## src/rtl/rv_pkg.sv

```systemverilog
// rv_pkg: shared RV32 pipeline types and constants.
// Writeback selects, MEM/WB bundle and mem-stage state encoding.
package rv_pkg;

    localparam logic [1:0] WBSEL_MEM = 2'd0;
    localparam logic [1:0] WBSEL_ALU = 2'd1;
    localparam logic [1:0] WBSEL_PC4 = 2'd2;

    typedef enum logic {
        MEM_IDLE = 1'b0,
        MEM_BUSY = 1'b1
    } mem_state_e;

    typedef struct packed {
        logic [31:0] data;
        logic [4:0]  rd;
        logic        regwen;
    } mem_wb_t;

endpackage

```

## src/rtl/mem_wb_reg.sv

```systemverilog
// mem_wb_reg: MEM/WB pipeline register.
// Loads a bubble whenever the stage does not complete an instruction.
module mem_wb_reg
    import rv_pkg::*;
(
    input  logic    clk,
    input  logic    rst,
    input  logic    bubble,
    input  mem_wb_t d,
    output mem_wb_t q
);

    // capture the next writeback bundle, or zeros for a bubble
    always_ff @(posedge clk or posedge rst) begin
        if (rst) begin
            q <= '0;
        end else if (bubble) begin
            q <= '0;
        end else begin
            q <= d;
        end
    end

endmodule

```

## src/rtl/mem_stage.sv

```systemverilog
// mem_stage: RV32 memory-access stage.
// Word loads/stores over req/ack, stall on wait, timeout, MEM/WB mux.
module mem_stage
    import rv_pkg::*;
#(
    parameter int unsigned TIMEOUT = 16
)
(
    input  logic        clk,
    input  logic        rst,
    input  logic [31:0] in_alu,
    input  logic [31:0] in_pc,
    input  logic [31:0] in_rs2,
    input  logic [4:0]  in_rd,
    input  logic [1:0]  in_wbsel,
    input  logic        in_regwen,
    input  logic        in_memrw,
    output logic        dmem_req,
    output logic        dmem_we,
    output logic [31:0] dmem_addr,
    output logic [31:0] dmem_wdata,
    input  logic [31:0] dmem_rdata,
    input  logic        dmem_ack,
    output logic        stall,
    output logic [31:0] wb_data,
    output logic [4:0]  wb_rd,
    output logic        wb_regwen,
    output logic        misalign,
    output logic        bus_err
);

    localparam logic [7:0] CNT_LAST = 8'(TIMEOUT - 1);

    mem_state_e  state;
    mem_state_e  state_nx;
    logic [7:0]  cnt;
    logic [7:0]  cnt_nx;
    logic [31:0] addr_q;
    logic [31:0] wdata_q;
    logic        we_q;

    logic        is_load;
    logic        is_store;
    logic        access;
    logic        aligned;
    logic        issue;
    logic        bad_align;
    logic        go_busy;
    logic        timeout;
    logic        bubble;
    mem_wb_t     wb_d;
    mem_wb_t     wb_q;

    // classify the instruction sitting in EX/MEM
    always_comb begin
        is_load   = in_regwen && (in_wbsel == WBSEL_MEM);
        is_store  = in_memrw;
        access    = is_load || is_store;
        aligned   = (in_alu[1:0] == 2'b00);
        issue     = access && aligned;
        bad_align = access && !aligned && (state == MEM_IDLE);
    end

    // bus FSM: next state, counter, bus drive and stall
    always_comb begin
        state_nx   = state;
        cnt_nx     = cnt;
        dmem_req   = 1'b0;
        dmem_we    = 1'b0;
        dmem_addr  = {in_alu[31:2], 2'b00};
        dmem_wdata = in_rs2;
        stall      = 1'b0;
        go_busy    = 1'b0;
        timeout    = 1'b0;
        unique case (state)
            MEM_IDLE: begin
                dmem_req = issue;
                dmem_we  = issue && is_store;
                if (issue && !dmem_ack) begin
                    stall    = 1'b1;
                    go_busy  = 1'b1;
                    cnt_nx   = 8'd0;
                    state_nx = MEM_BUSY;
                end
            end
            MEM_BUSY: begin
                dmem_req   = 1'b1;
                dmem_we    = we_q;
                dmem_addr  = addr_q;
                dmem_wdata = wdata_q;
                if (dmem_ack) begin
                    state_nx = MEM_IDLE;
                end else if (cnt == CNT_LAST) begin
                    timeout  = 1'b1;
                    state_nx = MEM_IDLE;
                end else begin
                    stall  = 1'b1;
                    cnt_nx = cnt + 8'd1;
                end
            end
            default: state_nx = MEM_IDLE;
        endcase
        // bus and upstream must see the stage idle while in reset
        if (rst) begin
            dmem_req = 1'b0;
            dmem_we  = 1'b0;
            stall    = 1'b0;
        end
    end

    // state, timeout counter and the held bus request
    always_ff @(posedge clk or posedge rst) begin
        if (rst) begin
            state   <= MEM_IDLE;
            cnt     <= 8'd0;
            addr_q  <= 32'd0;
            wdata_q <= 32'd0;
            we_q    <= 1'b0;
        end else begin
            state <= state_nx;
            cnt   <= cnt_nx;
            if (go_busy) begin
                addr_q  <= {in_alu[31:2], 2'b00};
                wdata_q <= in_rs2;
                we_q    <= is_store;
            end
        end
    end

    // writeback value select
    always_comb begin
        wb_d.rd     = in_rd;
        wb_d.regwen = in_regwen;
        unique case (in_wbsel)
            WBSEL_MEM: wb_d.data = dmem_rdata;
            WBSEL_ALU: wb_d.data = in_alu;
            WBSEL_PC4: wb_d.data = in_pc + 32'd4;
            default:   wb_d.data = in_alu;
        endcase
    end

    assign bubble = stall || timeout || bad_align;

    mem_wb_reg u_mem_wb (
        .clk    (clk),
        .rst    (rst),
        .bubble (bubble),
        .d      (wb_d),
        .q      (wb_q)
    );

    assign wb_data   = wb_q.data;
    assign wb_rd     = wb_q.rd;
    assign wb_regwen = wb_q.regwen;

    // one-cycle status pulses
    always_ff @(posedge clk or posedge rst) begin
        if (rst) begin
            misalign <= 1'b0;
            bus_err  <= 1'b0;
        end else begin
            misalign <= bad_align;
            bus_err  <= timeout;
        end
    end

endmodule

```

## config.mk

```make
export PLATFORM = sky130hd
export DESIGN_NAME = mem_stage
export DESIGN_NICKNAME = d
export VERILOG_FILES = /design/src/rtl/rv_pkg.sv /design/src/rtl/mem_wb_reg.sv /design/src/rtl/mem_stage.sv
export SDC_FILE = /design/constraint.sdc
export NUM_CORES = 1
export LEC_CHECK = 0
export ABC_AREA = 1
export BUFFER_PORTS_ARGS = -buffer_cell sky130_fd_sc_hd__buf_4
export CAP_MARGIN = 5
export CORE_MARGIN = 2
export CORE_UTILIZATION = 43
export CTS_CLUSTER_SIZE = 40
export DETAILED_ROUTE_END_ITERATION = 16
export HOLD_SLACK_MARGIN = 0.15
export PLACE_DENSITY = 0.82
export SYNTH_ARGS = -nofsm -noshare
export SYNTH_HDL_FRONTEND = slang
export SYNTH_SLANG_ARGS = --single-unit
```

## constraint.sdc

```tcl
create_clock -name clk -period 4.3 [get_ports clk]
set_clock_uncertainty 0.15 [all_clocks]
set_input_delay 0.215 -clock clk [delete_from_list [all_inputs] [get_ports clk]]
set_output_delay 0.215 -clock clk [all_outputs]
set_load 0.005 [all_outputs]
```

# Yosys cells after proc, flatten, opt, wreduce, memory -nomap -nowiden
# Cells that the tools add are included.
# W data, S select, Z words.
# totals
regBits	112
input_bits	140
out_inout_bits	107
wordCells	53
# classes
addsub	2
n_eq_ne	5
mux	21
bitwise_logic	1
n_reduce_logical	14
# op_table
operator	n
$mux W32	2
$pmux W32 S2	1
$mux W38	1
$add A32 B3 Y32 const B	1
$mux W8	3
$pmux W8 S2	1
$mux W1	10
$add A8 B1 Y8 const B	1
$eq A8 B4 Y1 const B	1
$logic_and A1 B1 Y1	6
$pmux W1 S2	3
$logic_not A2 Y1	2
$ne A2 B2 Y1 const B	2
$logic_or A1 B1 Y1	3
$reduce_and A3 Y1	1
$eq A2 B2 Y1 const B	1
$logic_not A1 Y1	2
$ne A2 B1 Y1 const B	1
$not A1 Y1	1

# Longest topological paths before layout
# logic_depth
word_depth	11
mapped_depth	11
mapped_depth_nobuf	11

# By module
# Synthesis repeated with hierarchy kept, for this count alone.
# hier_totals
hier_cells	933
hier_area_um2	6437.4
# modules_own_cells
mod	n_inst	cells_per_inst	area_each_um2	seq_area_each_um2
mem_stage	1	814	5158.7	1851.8
mem_wb_reg	1	119	1278.7	950.9

# Least setup slack after synthesis
# OpenSTA, ideal clock, no wires.
# synth_path
kind	input port to output port
startpoint	input port rst
endpoint	output port dmem_we
arrival_time_ps	3168
t_required_ps	3935
slack_ps	767
stages	3
n_path_buf	0
path_cell_list	inv_1 o21ai_0 a21oi_1
# synth_via
elab_chain_len	1
# synth_rtl
item	line_no	text
start, declared	mem_stage.sv:10	input logic rst,
$mux W1	mem_stage.sv:104	if (rst) begin
end, declared	mem_stage.sv:19	output logic dmem_we,
# No other way between the ends.

# Worst setup path after layout
# layout_path
startpoint	register state
endpoint	register u_mem_wb.q[14] (netlist name)
# layout_via
elab_chain_len	6
word_cells_on_any_way	8
classes_between	mux (4); bitwise (1); reduce/logical (3)
# layout_rtl
item	line_no	text
start, declared	mem_stage.sv:34	mem_state_e state;
start signal, assigned	mem_stage.sv:120	state <= state_nx;
$not A1 Y1	n/a	
$pmux W1 S2	mem_stage.sv:75	unique case (state)
$mux W1	mem_stage.sv:104	
$logic_or A1 B1 Y1	mem_stage.sv:142	assign bubble = stall || timeout || bad_align;
$logic_or A1 B1 Y1 (*)	mem_stage.sv:142	
$mux W38 (*)	mem_wb_reg.sv:17	end else if (bubble) begin
end signal, assigned	mem_wb_reg.sv:16	q <= '0;
end signal, assigned	mem_wb_reg.sv:18	q <= '0;
end signal, assigned	mem_wb_reg.sv:20	q <= d;
end, declared	mem_wb_reg.sv:10	output mem_wb_t q
# Every way passes the cells marked *; elsewhere a longest branch is shown, timed or not.
# A chain may end at the register's enable or synchronous reset.

==> results_dict.tcl <==
set metrics [dict create \
    drt_iter0_markers 573 \
    worstSetupPathType "register to register" \
    startpoint_type "register" \
    clk_pin_slew_ns 0.09 \
    seq_power_share 0.446 \
    synth.distinct_cells 33 \
    viasPerCell 5.172 \
    p_int_w 0.002024 \
    tns_ns 0 \
    timing.critical_path.to_type "register" \
    clock_latency_ns 0.34 \
    fin_util 0.6771 \
    power_density_nw_per_um2 298.8 \
    finalNetCount 1354 \
    place_ws_ns 1.573 \
    hold_viol 0 \
    track_usage 0.2891 \
    drt-total-wl_mm 22.51 \
    p_comb_frac 0.266 \
    cts_sinks 112 \
    hp-class "input port to register" \
    wl_per_cell_microns 16.05 \
    ys_ff_latch 112 \
    overflow 0 \
    switchingPower_w 0.0008831 \
    post_cts_buffers 0 \
    fp.dieW_microns 124.8 \
    grt_max_degree 129 \
    fin_crit_sh 0.7316 \
    synth_cells 866 \
    fmax_mhz 317.9 \
    grt_pass1_vias 7219 \
    cts-root-buf "clkbuf_16" \
    drv_cap 0 \
    hpwl_mm 14.86 \
    stdcell_count 1402 \
    synthesis.area_sq_um 6270 \
    cts_tree "done" \
    crit_arrival_ns 3.22 \
    switching_share 0.3038 \
    ctsHoldBuffers 128 \
    fill_cells 1153 \
    syn_avg_cell_area_sq_um 7.240 \
    finalWorstSetupSlack_ns 1.154 \
    vdd_ir_drop_max_uv 222.2 \
    drc_errors 0 \
    die_h_microns 124.8 \
    coreArea_sq_um 14370 \
    max_slew_margin 0.2580 \
    gp_congestion 0.9867 \
    rsz0062_at_grt "false" \
    numCtsBuffers 9 \
    rows 44 \
    grt_pass1_wl_mm 36.17 \
    htree_num_levels 3 \
    path_max_fanout 128 \
    cts_resized 0 \
    placed_cells 1257 \
    antenna_found_initial 1 \
    pin_count 247 \
    cts_buffer_depth 2 \
    ant_nets 0 \
    p_clk_frac 0.289 \
    syn_to_final_growth_pct 55.18 \
    tightestPinTransition_ns 1.113 \
    vias 7251 \
    drive_above_1_share 0.2449 \
    power.leakage_nw 4.854 \
    start_util 0.4363 \
    firstDrtPassIters 5 \
    die_area_sq_um 15560 \
    port_buffers 244 \
    required_ns 4.37 \
    drv_slew 0 \
    finalCriticalPeriod_ns 3.146 \
    status "completed" \
    yosysWarnings 0 \
    yosysSeqAreaShare 0.4470 \
    finalSetupViolCount 0 \
]
==> placed cells by master (no fill, tap or decap), types with 3 or more instances in the layout <==
| cell | Yosys | layout |
|---|---|---|
| buf_4 | 5 | 248 |
| dlygate4sd3_1 | 0 | 128 |
| a21oi_1 | 16 | 16 |
| inv_1 | 108 | 107 |
| nor2_4 | 3 | 3 |
| a21oi_2 | 16 | 16 |
| o21bai_1 | 4 | 4 |
| dfrtp_1 | 112 | 111 |
| nand2_1 | 246 | 246 |
| inv_6 | 0 | 3 |
| o21ai_0 | 121 | 121 |
| a22oi_1 | 24 | 24 |
| or2_2 | 3 | 3 |
| clkbuf_16 | 0 | 9 |
| o21ai_1 | 20 | 20 |
| nand2_4 | 3 | 3 |
| nand3_1 | 44 | 44 |
| nand4_1 | 5 | 5 |
| nor2_1 | 81 | 81 |
==> power by group through the flow <==
stage	combinational (W)	sequential [W]	clock, W
finish	0.000772	0.00130	0.000840
CTS	0.000751	0.00129	0.000845
global placement	0.000625	0.00131	0
detailed placement	0.000643	0.00131	0
global route	0.000849	0.00131	0.000895
floorplan	0.000314	0.00130	0
==> final cells by class <==
| type | instances | area, sq um | share of cell area |
|---|---|---|---|
| Tap cell | 184 | 230.2 | 0.02366 |
| Sequential cell | 112 | 2806 | 0.2885 |
| Inverter | 110 | 415.4 | 0.04270 |
| Clock buffer | 9 | 225.2 | 0.02315 |
| Antenna cell | 1 | 2.502 | 0.0002572 |
| Multi-Input combinational cell | 603 | 2834 | 0.2913 |
| Timing Repair Buffer | 376 | 3143 | 0.3230 |
| Clock inverter | 7 | 72.57 | 0.007459 |
==> Yosys cell counts <==
cell type | instances | share of area
nor2_4 | 3 | 0.0054
o22ai_1 | 2 | 0.0020
o21ai_0 | 121 | 0.097
nand3_2 | 1 | 0.0016
nor2_1 | 81 | 0.048
o21ai_1 | 20 | 0.016
inv_1 | 108 | 0.065
nor4_1 | 1 | 0.0010
nand2_1 | 246 | 0.15
nand2_2 | 2 | 0.0020
or2_2 | 3 | 0.0030
nand2_4 | 3 | 0.0054
nor2_2 | 1 | 0.0010
nor3_1 | 2 | 0.0016
buf_2 | 14 | 0.011
a22oi_1 | 24 | 0.029
inv_2 | 2 | 0.0012
o21bai_1 | 4 | 0.0048
conb_1 | 1 | 0.00060
buf_6 | 4 | 0.0072
o21a_1 | 1 | 0.0012
dfrtp_1 | 112 | 0.45
buf_1 | 3 | 0.0018
nand4_1 | 5 | 0.0050
buf_4 | 5 | 0.0060
a221oi_1 | 1 | 0.0014
clkbuf_1 | 16 | 0.0096
nand3_4 | 1 | 0.0028
nand3_1 | 44 | 0.035
ha_1 | 2 | 0.0040
a21oi_2 | 16 | 0.022
a21oi_1 | 16 | 0.013
xor2_1 | 1 | 0.0014
==> layer usage <==
| layer | wire length [microns] | vias up | global-route usage | part of all wire |
|---|---|---|---|---|
| met1 | 9036 | 3311 | 0.3690 | 0.40 |
| li1 | - | 3465 | - | - |
| met5 | 0 | - | 0 | 0 |
| met3 | 1791 | 95 | 0.05498 | 0.080 |
| met4 | 1134 | 0 | 0.1547 | 0.050 |
| met2 | 10540 | 380 | 0.4651 | 0.47 |
==> metrics by stage <==
| step | area, sq um | power, W | hold slack, ns |
|---|---|---|---|
| floorplan | 6274 | 0.001610 | 0.1712 |
| global placement | 8148 | 0.001931 | 0.1999 |
| detailed placement | 8148 | 0.001953 | 0.2016 |
| CTS | 9727 | 0.002888 | 0.1510 |
| global route | 9729 | 0.003058 | 0.2030 |
| finish | 9729 | 0.002907 | 0.1838 |
==> critical path, cell delays in order, from the launching register on <==
cell	delay [ns]
dfrtp_4	0.40
buf_4	0.78
nand3_2	0.27
nand2_4	0.22
nand2_4	0.09
nand2_4	0.40
a21oi_1	0.10
dlygate4sd3_1	0.60
==> registers in the layout, indices dropped and copies added (netlist names) <==
register / flops
addr_q: 30
misalign: 1
we_q: 1
u_mem_wb.q: 38
cnt: 8
state: 1
bus_err: 1
wdata_q: 32
==> kinds of logic after synthesis <==
family	share of synthesized area
fa+ha+maj	0.003991
simple gates	0.2596
other cells	0.0005981
buf+inv	0.1016
xor+xnor	0.001397
compound gates	0.1858
flops	0.4470
==> path summary, 6_finish.rpt <==
kind,startpoint,to,slack (ns),cells past startpoint
worst max-delay path,state,u_mem_wb.q[14],1.15,7
worst min-delay path,in_pc[14],u_mem_wb.q[24],0.18,6
worst max register to register,state,u_mem_wb.q[14],1.15,7
worst min register to register,wdata_q[31],wdata_q[31],0.34,2
max in group asynchronous,rst,addr_q[16],2.33,4
min in group asynchronous,rst,we_q,0.38,3
No activity file was read; power rests on OpenSTA's default activity.
